### src/rtl/reg_intf_pkg.sv
// Shared types and constants for the host register bus and its regfile blocks.
package reg_intf_pkg;

    typedef enum logic [1:0] {
        IDLE   = 2'd0,
        ACCESS = 2'd1,
        RESP   = 2'd2
    } regbus_state_e;

    localparam logic [5:0] BLK_TOP  = 6'h00;
    localparam logic [5:0] BLK_CONV = 6'h01;

    localparam int unsigned REG_ADDR_W = 14;
    localparam int unsigned REG_DATA_W = 16;
    localparam int unsigned ERR_CNT_W  = 8;

endpackage

### src/rtl/reg_bus_bridge.sv
// Host-side register-bus master: one request at a time, single-cycle regfile strobe,
// block read-data select and a valid/ready response with unmapped-address error flag.
module reg_bus_bridge
    import reg_intf_pkg::*;
#(
    parameter int unsigned            NUM_BLOCKS = 4,
    parameter logic [NUM_BLOCKS-1:0]  BLK_MAP    = NUM_BLOCKS'((1 << BLK_TOP) | (1 << BLK_CONV)),
    parameter int unsigned            ADDR_W     = REG_ADDR_W,
    parameter int unsigned            DATA_W     = REG_DATA_W
) (
    input  logic                         clk,
    input  logic                         rst,
    input  logic                         req_valid,
    output logic                         req_ready,
    input  logic                         req_write,
    input  logic [ADDR_W-1:0]            req_addr,
    input  logic [DATA_W-1:0]            req_wdata,
    output logic                         rsp_valid,
    input  logic                         rsp_ready,
    output logic [DATA_W-1:0]            rsp_rdata,
    output logic                         rsp_err,
    output logic                         wr_en,
    output logic                         rd_en,
    output logic [ADDR_W-1:0]            addr,
    output logic [DATA_W-1:0]            write_data,
    input  logic [NUM_BLOCKS*DATA_W-1:0] read_data_blk,
    output logic [ERR_CNT_W-1:0]         err_count
);

    localparam int unsigned BLK_LSB   = 8;
    localparam int unsigned BLK_W     = 6;
    localparam int unsigned BLK_IDX_W = (NUM_BLOCKS > 1) ? $clog2(NUM_BLOCKS) : 1;

    regbus_state_e          state;
    logic                   write_q;
    logic                   hit_q;
    logic [BLK_IDX_W-1:0]   blk_idx_q;

    logic [BLK_W-1:0]       req_blk_c;
    logic                   req_hit_c;
    logic [DATA_W-1:0]      blk_rdata_c;

    assign req_ready = (state == IDLE);
    assign req_blk_c = req_addr[BLK_LSB +: BLK_W];

    // Block decode: only indices below NUM_BLOCKS with their map bit set are hits.
    always_comb begin
        req_hit_c = 1'b0;
        for (int unsigned i = 0; i < NUM_BLOCKS; i++) begin
            if (req_blk_c == BLK_W'(i) && BLK_MAP[i]) begin
                req_hit_c = 1'b1;
            end
        end
    end

    // Regfile reads are combinational; only sampled at the end of ACCESS on a hit.
    assign blk_rdata_c = read_data_blk[blk_idx_q*DATA_W +: DATA_W];

    always_ff @(posedge clk or negedge rst) begin
        if (!rst) begin
            state      <= IDLE;
            write_q    <= 1'b0;
            hit_q      <= 1'b0;
            blk_idx_q  <= '0;
            wr_en      <= 1'b0;
            rd_en      <= 1'b0;
            addr       <= '0;
            write_data <= '0;
            rsp_valid  <= 1'b0;
            rsp_rdata  <= '0;
            rsp_err    <= 1'b0;
            err_count  <= '0;
        end else begin
            case (state)
                IDLE: begin
                    if (req_valid) begin
                        addr       <= req_addr;
                        write_data <= req_wdata;
                        write_q    <= req_write;
                        hit_q      <= req_hit_c;
                        blk_idx_q  <= BLK_IDX_W'(req_blk_c);
                        wr_en      <= req_hit_c && req_write;
                        rd_en      <= req_hit_c && !req_write;
                        state      <= ACCESS;
                    end
                end
                ACCESS: begin
                    wr_en     <= 1'b0;
                    rd_en     <= 1'b0;
                    rsp_rdata <= (hit_q && !write_q) ? blk_rdata_c : '0;
                    rsp_err   <= !hit_q;
                    if (!hit_q && err_count != '1) begin
                        err_count <= err_count + ERR_CNT_W'(1);
                    end
                    rsp_valid <= 1'b1;
                    state     <= RESP;
                end
                RESP: begin
                    if (rsp_ready) begin
                        rsp_valid <= 1'b0;
                        state     <= IDLE;
                    end
                end
                default: state <= IDLE;
            endcase
        end
    end

endmodule

### config.mk
export PLATFORM = sky130hd
export DESIGN_NAME = reg_bus_bridge
export DESIGN_NICKNAME = d
export VERILOG_FILES = /design/src/rtl/reg_intf_pkg.sv /design/src/rtl/reg_bus_bridge.sv
export SDC_FILE = /design/constraint.sdc
export NUM_CORES = 1
export LEC_CHECK = 0
export ABC_AREA = 0
export ABC_CLOCK_PERIOD_IN_PS = 2150
export CAP_MARGIN = 10
export CORE_MARGIN = 2
export CORE_UTILIZATION = 58
export CTS_CLUSTER_DIAMETER = 60
export CTS_CLUSTER_SIZE = 16
export DETAILED_ROUTE_END_ITERATION = 6
export DONT_BUFFER_PORTS = 1
export GPL_ROUTABILITY_DRIVEN = 0
export PLACE_DENSITY = 0.74
export SKIP_LAST_GASP = 1
export SLEW_MARGIN = 10
export SYNTH_ARGS = -nofsm -noshare
export SYNTH_HDL_FRONTEND = slang
export SYNTH_SLANG_ARGS = --single-unit
### constraint.sdc
create_clock -name clk -period 2.15 [get_ports clk]
set_clock_uncertainty 0.1 [all_clocks]
set_input_delay 0.215 -clock clk [delete_from_list [all_inputs] [get_ports clk]]
set_output_delay 0.215 -clock clk [all_outputs]
set_load 0.03 [all_outputs]
Word level (Yosys, flattened, before mapping) --
Index checks and enable logic that the tools add are counted.
Storage, ports and cells: bits in registers 64, input port bits 99, output and inout port bits 59, logic and storage cells 48
Cells by class: $add $sub $neg 1, multiplexer cells 12, shift-type cells 1, equal/unequal tests 6, reductions and logical operators 16
Operators by type and width (number):
- $shiftx A64 B7 Y16 | 1
- $mux W16 | 1
- $reduce_and A2 Y1 | 5
- $add A8 B1 Y8 const B | 1
- $ne A8 B8 Y1 const B | 1
- $eq A6 B1 Y1 const B | 1
- $logic_not A6 Y1 | 1
- $pmux W1 S2 | 3
- $pmux W2 S3 | 1
- $mux W1 | 5
- $logic_and A1 B1 Y1 | 4
- $mux W2 | 2
- $ne A2 B2 Y1 const B | 2
- $reduce_bool A2 Y1 | 2
- $logic_not A1 Y1 | 3
- $eq A2 B1 Y1 const B | 1
- $eq A2 B2 Y1 const B | 1
- $logic_not A2 Y1 | 1

Depth between registers and ports, before layout --
Gate-level depths: netlist of the first run.
depth after elaboration 6, depth in mapped cells 6, depth with buffers taken out 4

Worst setup path before layout of the first run --
OpenSTA, ideal clock, no wires.
path type register to register, start point reg, netlist name addr[9], end point reg rsp_rdata[10], clock period less this slack 1.823 ns, arrival 1.602 ns, library setup time 0.121 ns, data required time 1.929 ns, setup slack 0.327 ns, buffers on the path 2, cell stages (with the launch flop) 5, path through dfrtp_1 -> buf_2 -> buf_1 -> mux4_2 -> a22o_1
RTL lines:
- end signal, assigned | RTL line reg_bus_bridge.sv:90 | rsp_rdata <= (hit_q && !write_q) ? blk_rdata_c : '0;
- end, declared | RTL line reg_bus_bridge.sv:20 | output logic [DATA_W-1:0] rsp_rdata,

Final worst setup path of the first run --
start point reg addr[9], end point out addr[9]
RTL lines:
- start, declared | RTL line reg_bus_bridge.sv:24 | output logic [ADDR_W-1:0] addr,
- start signal, assigned | RTL line reg_bus_bridge.sv:77 | addr <= req_addr;
No word-level cell between the ends.

==> out/results.txt, run 1 <==
GR peak layer: met2
Max-slew headroom: 52.8%
worst-path maximum fanout: 18
share of layout cells above drive strength 1: 16.2%
met3 GRT Util: 9.08%
pwr/cell area: 1420 mW/mm²
CTS clock-pin slew for the worst setup and hold paths: 0.06 ns
hpwl dp: 4440 µm
area share of fa/ha/maj cells after synthesis: 0.440%
# nets final: 393
final setup vio count: 0
Setup TNS: 0 ns
PortBufs: 0
Layout area overhead: 22.2%
Overflow after GRT: 0
largest net degree at the start of global routing: 63
slowest stage delay, CP: 0.80 ns
Mapped Cells: 249
H-tree lvl count: 3
wire length per cell: 18.0 µm
CP delay by family, top: flip-flops
area of the multi-input gates: 0.00117 mm²
Synth Area in XOR/XNOR: 1.23%
Die H: 74.1 µm
vias in the first global route: 2147
sequential-to-total area share from yosys stat: 54.5%
drt via density: 5.71
gr usage total: 24.4%
critical path class: reg2out
synthesized area: 0.00285 mm²
antenna violations before repair: 0
die width: 74.1 µm
mean post-synth cell area: 11.4 µm²
Max Cap Violations: 0
DRC viols: 0
fin crit period: 1.72 ns
routed wire length: 6570 µm
Skew-Pair Late Insertion Delay: 0.32 ns
fin util: 73.7%
leakage: 1.65 nW
die area: 0.00548 mm²
worst-margin pin slew: 0.708 ns
Post-CTS Setup Bufs: 0
register bit total from synthesis: 62
DRT iter0 DRCs: 137
Design Power: 0.00496 W
Critical Path End Type: output port
post-synth cell types: 31
Inserted Clock Buffers: 9
clk sinks: 62
Hold WC Path Type: in2reg
cell row count: 25
met2 usage: 40.2%
Root Buffer: clkbuf_8
outcome: finished clean
crit path DAT: 1.40 ns
yosys warns: 0
CORE AREA: 0.00472 mm²
Post-Syn Nets: 349
placed inst area: 0.00294 mm²
compound-cell area share of the yosys netlist: 7.30%
CTS tree: built
RSZ-0062 raised after global routing: false
FF/Latch Area: 0.00155 mm²
final hold vios: 0
Synth Area in Simple Gates: 18.1%
Initial Utilization: 60.3%
clk buf depth: 2
nature of the critical path startpoint: register
final instance area: 0.00348 mm²
most frequent cells in the layout: 97 x nand2_1, 62 x dfrtp_1, 33 x dlygate4sd3_1
Critical Path RT: 1.84 ns
CP max stage cell: dfrtp_1
CP Buf/Inv Count: 1
period utilisation layout: 79.8%
final slew viol count: 0
# IOs: 158
number of fill cells in the layout: 326
peak supply drop: 971 µV
CP cell instances: buf_4
met1 Use GR: 29.0%
number of diodes: 0
Max Freq: 0.583 GHz
Pre-antenna DRT Iters: 4
via count: 2078
largest family of logic cells by synthesized area: simple AND/OR/NAND/NOR gates
first-pass GRT wire length: 10000 µm
ANT nets after route: 0
most common cell after layout, fill and taps aside: nand2_1
mux share of post-synthesis cell area: 14.2%
==> per-layer routing <==
metal	up-vias	part of all wire, %	routed length, µm
met5	-	0	0
met3	10	10	670
met1	1010	37	2430
met2	108	51	3370
met4	0	1.5	97
li1	950	-	-
==> where the power goes <==
group          internal (W)  leakage [nW]  switching (W)
clock network      0.000540        0.0958       0.000399
registers           0.00155         0.799       0.000941
logic              0.000701         0.757       0.000828
==> sequential cells by signal, summed over array words and instances, names as in the netlist, 2 cells and up <==
name / cells
err_count: 8
state: 2
addr: 14
rsp_rdata: 16
write_data: 16
==> worst paths after layout <==
check / cells after the start / slack, ns / to / start
setup / recovery: 1 / 0.43 / addr[9] / addr[9]
hold / removal: 3 / 0.03 / hit_q / req_addr[12]
setup reg to reg: 4 / 0.47 / write_data[3] / state[1]
hold reg to reg: 2 / 0.45 / write_q / write_q
max in group asynchronous: 2 / 1.38 / rsp_rdata[7] / rst
min in group asynchronous: 2 / 0.32 / err_count[5] / rst
==> cell type report <==
class	count	area share, %
Sequential cell	62	44.6
Multi-Input combinational cell	170	33.8
Timing Repair Buffer	48	13.7
Clock buffer	15	5.36
Tap cell	67	2.41
Inverter	2	0.216
==> Yosys cell counts <==
| library cell | instances | area share (%) |
|---|---|---|
| mux2_1 | 4 | 1.6 |
| buf_6 | 3 | 1.2 |
| dfrtp_1 | 62 | 55 |
| nand4_1 | 2 | 0.44 |
| nor3_1 | 1 | 0.18 |
| buf_1 | 1 | 0.13 |
| clkbuf_1 | 2 | 0.26 |
| nand2b_1 | 4 | 0.88 |
| o31ai_1 | 1 | 0.26 |
| mux4_2 | 16 | 13 |
| a21oi_1 | 2 | 0.35 |
| buf_4 | 3 | 0.79 |
| xnor2_1 | 4 | 1.2 |
| ha_1 | 1 | 0.44 |
| inv_1 | 1 | 0.13 |
| o211ai_1 | 3 | 0.79 |
| a21o_1 | 1 | 0.26 |
| buf_2 | 5 | 0.88 |
| nor3b_2 | 1 | 0.44 |
| nor4_1 | 1 | 0.22 |
| and3_1 | 3 | 0.66 |
| buf_12 | 1 | 0.70 |
| nor2_1 | 2 | 0.26 |
| nor3b_4 | 1 | 0.66 |
| inv_2 | 1 | 0.13 |
| nor4b_2 | 1 | 0.53 |
| or3b_1 | 1 | 0.31 |
| a22o_1 | 16 | 4.9 |
| nand2_1 | 97 | 13 |
| nand3_1 | 4 | 0.70 |
| o21ai_1 | 4 | 0.70 |
==> metrics by stage <==
step	cells	hold WS, ns	setup WS [ns]
2_1_floorplan	249	-0.181	0.327
3_3_place_gp	315	-0.179	0.517
3_5_place_dp	315	-0.179	0.484
4_1_cts	364	0.0219	0.426
5_1_grt	364	0.0430	0.355
6_report	364	0.0311	0.434
==> repair_timing <==
item,in CTS,in global routing
hold endpoints to repair,96,0
resized for setup,0,0
hold buffers,34,0
setup endpoints to repair,0,0
==> cells by family (layout without fill, tap and decap cells) <==
logic type	after synthesis	after routing
DFF	62	62
adders and majority gates	1	1
muxes	20	20
and+or+nand+nor	118	118
buffers and inverters	17	65
AOI/OAI and AO/OA	27	27
xor gates and xnor gates	4	4
No activity file was read; power rests on OpenSTA's default activity.
==> run 2: changes to the inputs <==
--- a/config.mk
+++ b/config.mk
@@ -5,8 +5,8 @@
 export SDC_FILE = /design/constraint.sdc
 export NUM_CORES = 1
 export LEC_CHECK = 0
-export ABC_AREA = 0
-export ABC_CLOCK_PERIOD_IN_PS = 2150
+export ABC_AREA = 1
+export ABC_CLOCK_PERIOD_IN_PS = 1600
 export CAP_MARGIN = 10
 export CORE_MARGIN = 2
 export CORE_UTILIZATION = 58
==> constraint.sdc (replaced) <==
create_clock -name clk -period 1.6 [get_ports clk]
set_clock_uncertainty 0.1 [all_clocks]
set_input_delay 0.16 -clock clk [delete_from_list [all_inputs] [get_ports clk]]
set_output_delay 0.16 -clock clk [all_outputs]
set_load 0.03 [all_outputs]
==> out/results.txt, run 2 <==
Mapped Cells: 403 (+62%)
P_int: 0.00361 W (+29%)
DRC viols: 0 (unchanged)
share of layout cells above drive strength 1: 8.15% (-8.0 points)
Synth Flop Type: dfrtp_1
worst-margin pin slew: 0.409 ns (-0.299 ns)
Comb power frac: 33.9% (+3.1 points)
critical path class: reg2reg
# IOs: 158 (unchanged)
first-pass GRT wire length: 14800 µm (+48%)
hpwl dp: 4840 µm (+8.8%)
via count: 3175 (+53%)
Overflow after GRT: 0 (unchanged)
CP cell instances: inv_1 -> nand2_2 -> nor2_4 -> nand3_1 -> nand2_1
Die H: 76.3 µm (+3.0%)
CORE AREA: 0.00507 mm² (+7.4%)
gr usage total: 32.4% (+7.9 points)
failing checks: negative hold slack
routed wire length: 9220 µm (+40%)
placed inst area: 0.00310 mm² (+5.7%)
outcome: complete, but fails checks
Top Registers: rsp_rdata: 16 flops, write_data: 16 flops, addr: 14 flops
CTS tree: built
most common cell after layout, fill and taps aside: nand2_1
top-area cell type share of the netlist area: 51.2% (-3.3 points)
mean post-synth cell area: 7.52 µm² (-34%)
final slew viol count: 0 (unchanged)
most frequent cell after synthesis: nand2_1
vias in the first global route: 3150 (+47%)
die area: 0.00582 mm² (+6.1%)
Layout area overhead: 38.5%
crit path DAT: 1.61 ns (+0.21 ns)
final setup vio count: 0 (unchanged)
Pre-antenna DRT Iters: 5 (+1)
Initial Utilization: 59.7% (-0.58 points)
post-synth cell types: 21 (-32%)
CTS clock-pin slew for the worst setup and hold paths: 0.07 ns (about the same)
leading post-synthesis cells by cell area: dfrtp_1 51%, nand2_1 27%, nand3_1 9.1%, inv_1 1.7%, buf_2 1.5%
post-cts resize count: 0 (unchanged)
final worst slack: 0.157 ns (-0.277 ns)
Worst R2R Start: state[1]
nature of the critical path startpoint: register
Post-Syn Nets: 503 (+44%)
Hold WC Path Type: in2async
peak supply drop: 1320 µV (+36%)
cell row count: 26 (+4.0%)
R2R depth: 5 (+1)
CP max stage cell: dfrtp_1
Hold Buf Count CTS: 89 (+160%)
yosys warns: 0 (unchanged)
clk buf depth: 2 (unchanged)
# nets final: 598 (+52%)
cell taking the most area after synthesis: dfrtp_1
FFs w/ async S/R, synth: 100% (unchanged)
R2R Path End: rsp_rdata[9]
Setup TNS: 0 ns (unchanged)
worst setup path end: rsp_rdata[9]
H-tree lvl count: 3 (unchanged)
sequential power share: 46.8% (-3.4 points)
Root Buffer: clkbuf_8
crit path from: state[1]
sequential-to-total area share from yosys stat: 51.2% (-3.3 points)
leakage: 2.12 nW (+28%)
Clk network pwr share: 19.4% (+0.5 points)
Max Freq: 0.693 GHz
die width: 76.3 µm (+3.0%)
fin crit period: 1.44 ns
Inserted Clock Buffers: 9 (unchanged)
switching pwr: 0.00344 W (+59%)
largest net degree at the start of global routing: 63 (unchanged)
Post-synth EDFFs: 0 (unchanged)
pwr/cell area: 1680 mW/mm² (+18%)
Critical Path RT: 1.77 ns (-0.07 ns)
Post-CTS Setup Bufs: 0 (unchanged)
final instance area: 0.00419 mm² (+21%)
antenna violations before repair: 1 (+1)
worst-path maximum fanout: 16 (-2)
RSZ-0062 raised after global routing: false
clk sinks: 62 (unchanged)
Max-slew headroom: 72.7% (+20 points)
drt via density: 5.53 (-3.1%)
ANT nets after route: 0 (unchanged)
wire length per cell: 16.1 µm (-11%)
slowest stage delay, CP: 0.41 ns (-0.39 ns)
register bit total from synthesis: 62 (unchanged)
fin util: 82.6% (+9.0 points)
PortBufs: 0 (unchanged)
Skew-Pair Late Insertion Delay: 0.33 ns (about the same)
Max Cap Violations: 0 (unchanged)
most frequent cells in the layout: 217 x nand2_1, 89 x dlygate4sd3_1, 62 x dfrtp_1
Post-Place Setup Slack: 0.199 ns (-0.285 ns)
DRT iter0 DRCs: 242 (+77%)
period utilisation layout: 90.2%
number of fill cells in the layout: 314 (-3.7%)
Critical Path End Type: register
Sw Ratio: 48.8% (+5.1 points)
synthesized area: 0.00303 mm² (+6.4%)
FF-to-FF setup slack: 0.16 ns (-0.31 ns)
synth cell count leaders: 217 x nand2_1, 62 x dfrtp_1, 55 x nand3_1
final hold slack: -0.589 ns (-0.620 ns)
final hold vios: 62 (+62)
run 2: critical path, delay by kind of cell (launching register included):
family | cells | cell delay, ns
buf+inv | 1 | 0.08
flops | 1 | 0.41
simple gates | 4 | 0.79
run 2: metrics by stage:
stage	instances	power, W
2_1_floorplan	403	0.00496
3_3_place_gp	468	0.00535
3_5_place_dp	468	0.00540
4_1_cts	573	0.00693
5_1_grt	574	0.00748
6_report	574	0.00705
run 2: metal layers:
layer	track usage, %	wire (µm)
met5	0	0
met4	23.3	512
met3	9.72	842
met2	51.5	4550
met1	37.2	3310
run 2: worst min-delay path by stage:
stage               start       endpoint
CTS                   rst   err_count[4]
detailed placement    rst  rsp_rdata[14]
global route          rst  rsp_rdata[14]
global placement      rst  rsp_rdata[14]
floorplan             rst        addr[0]
finish                rst  rsp_rdata[14]
run 2: kinds of logic after synthesis:
group	Yosys count	synth area share, %
fa+ha+maj	1	0.413
simple gates	290	39.5
compound gates	11	1.82
flops	62	51.2
xor+xnor	3	0.868
buf+inv	36	6.15
run 2: final cells by class:
cell class,instances,area (µm²),share of cell area [%]
antenna,1,2.50,0.0597
clock buffer,9,124,2.95
clock inverter,7,75.1,1.79
inverter,17,66.3,1.58
multi-input combinational,305,1290,30.8
sequential,62,1550,37.0
tap,70,87.6,2.09
timing repair buffer,103,996,23.7
run 2: power by group through the flow:
stage | sequential [W] | clock, W | combinational [W]
6_report | 0.00329 | 0.00137 | 0.00239
5_1_grt | 0.00335 | 0.00144 | 0.00269
4_1_cts | 0.00329 | 0.00137 | 0.00227
3_5_place_dp | 0.00330 | 0 | 0.00210
3_3_place_gp | 0.00330 | 0 | 0.00204
2_1_floorplan | 0.00336 | 0 | 0.00159
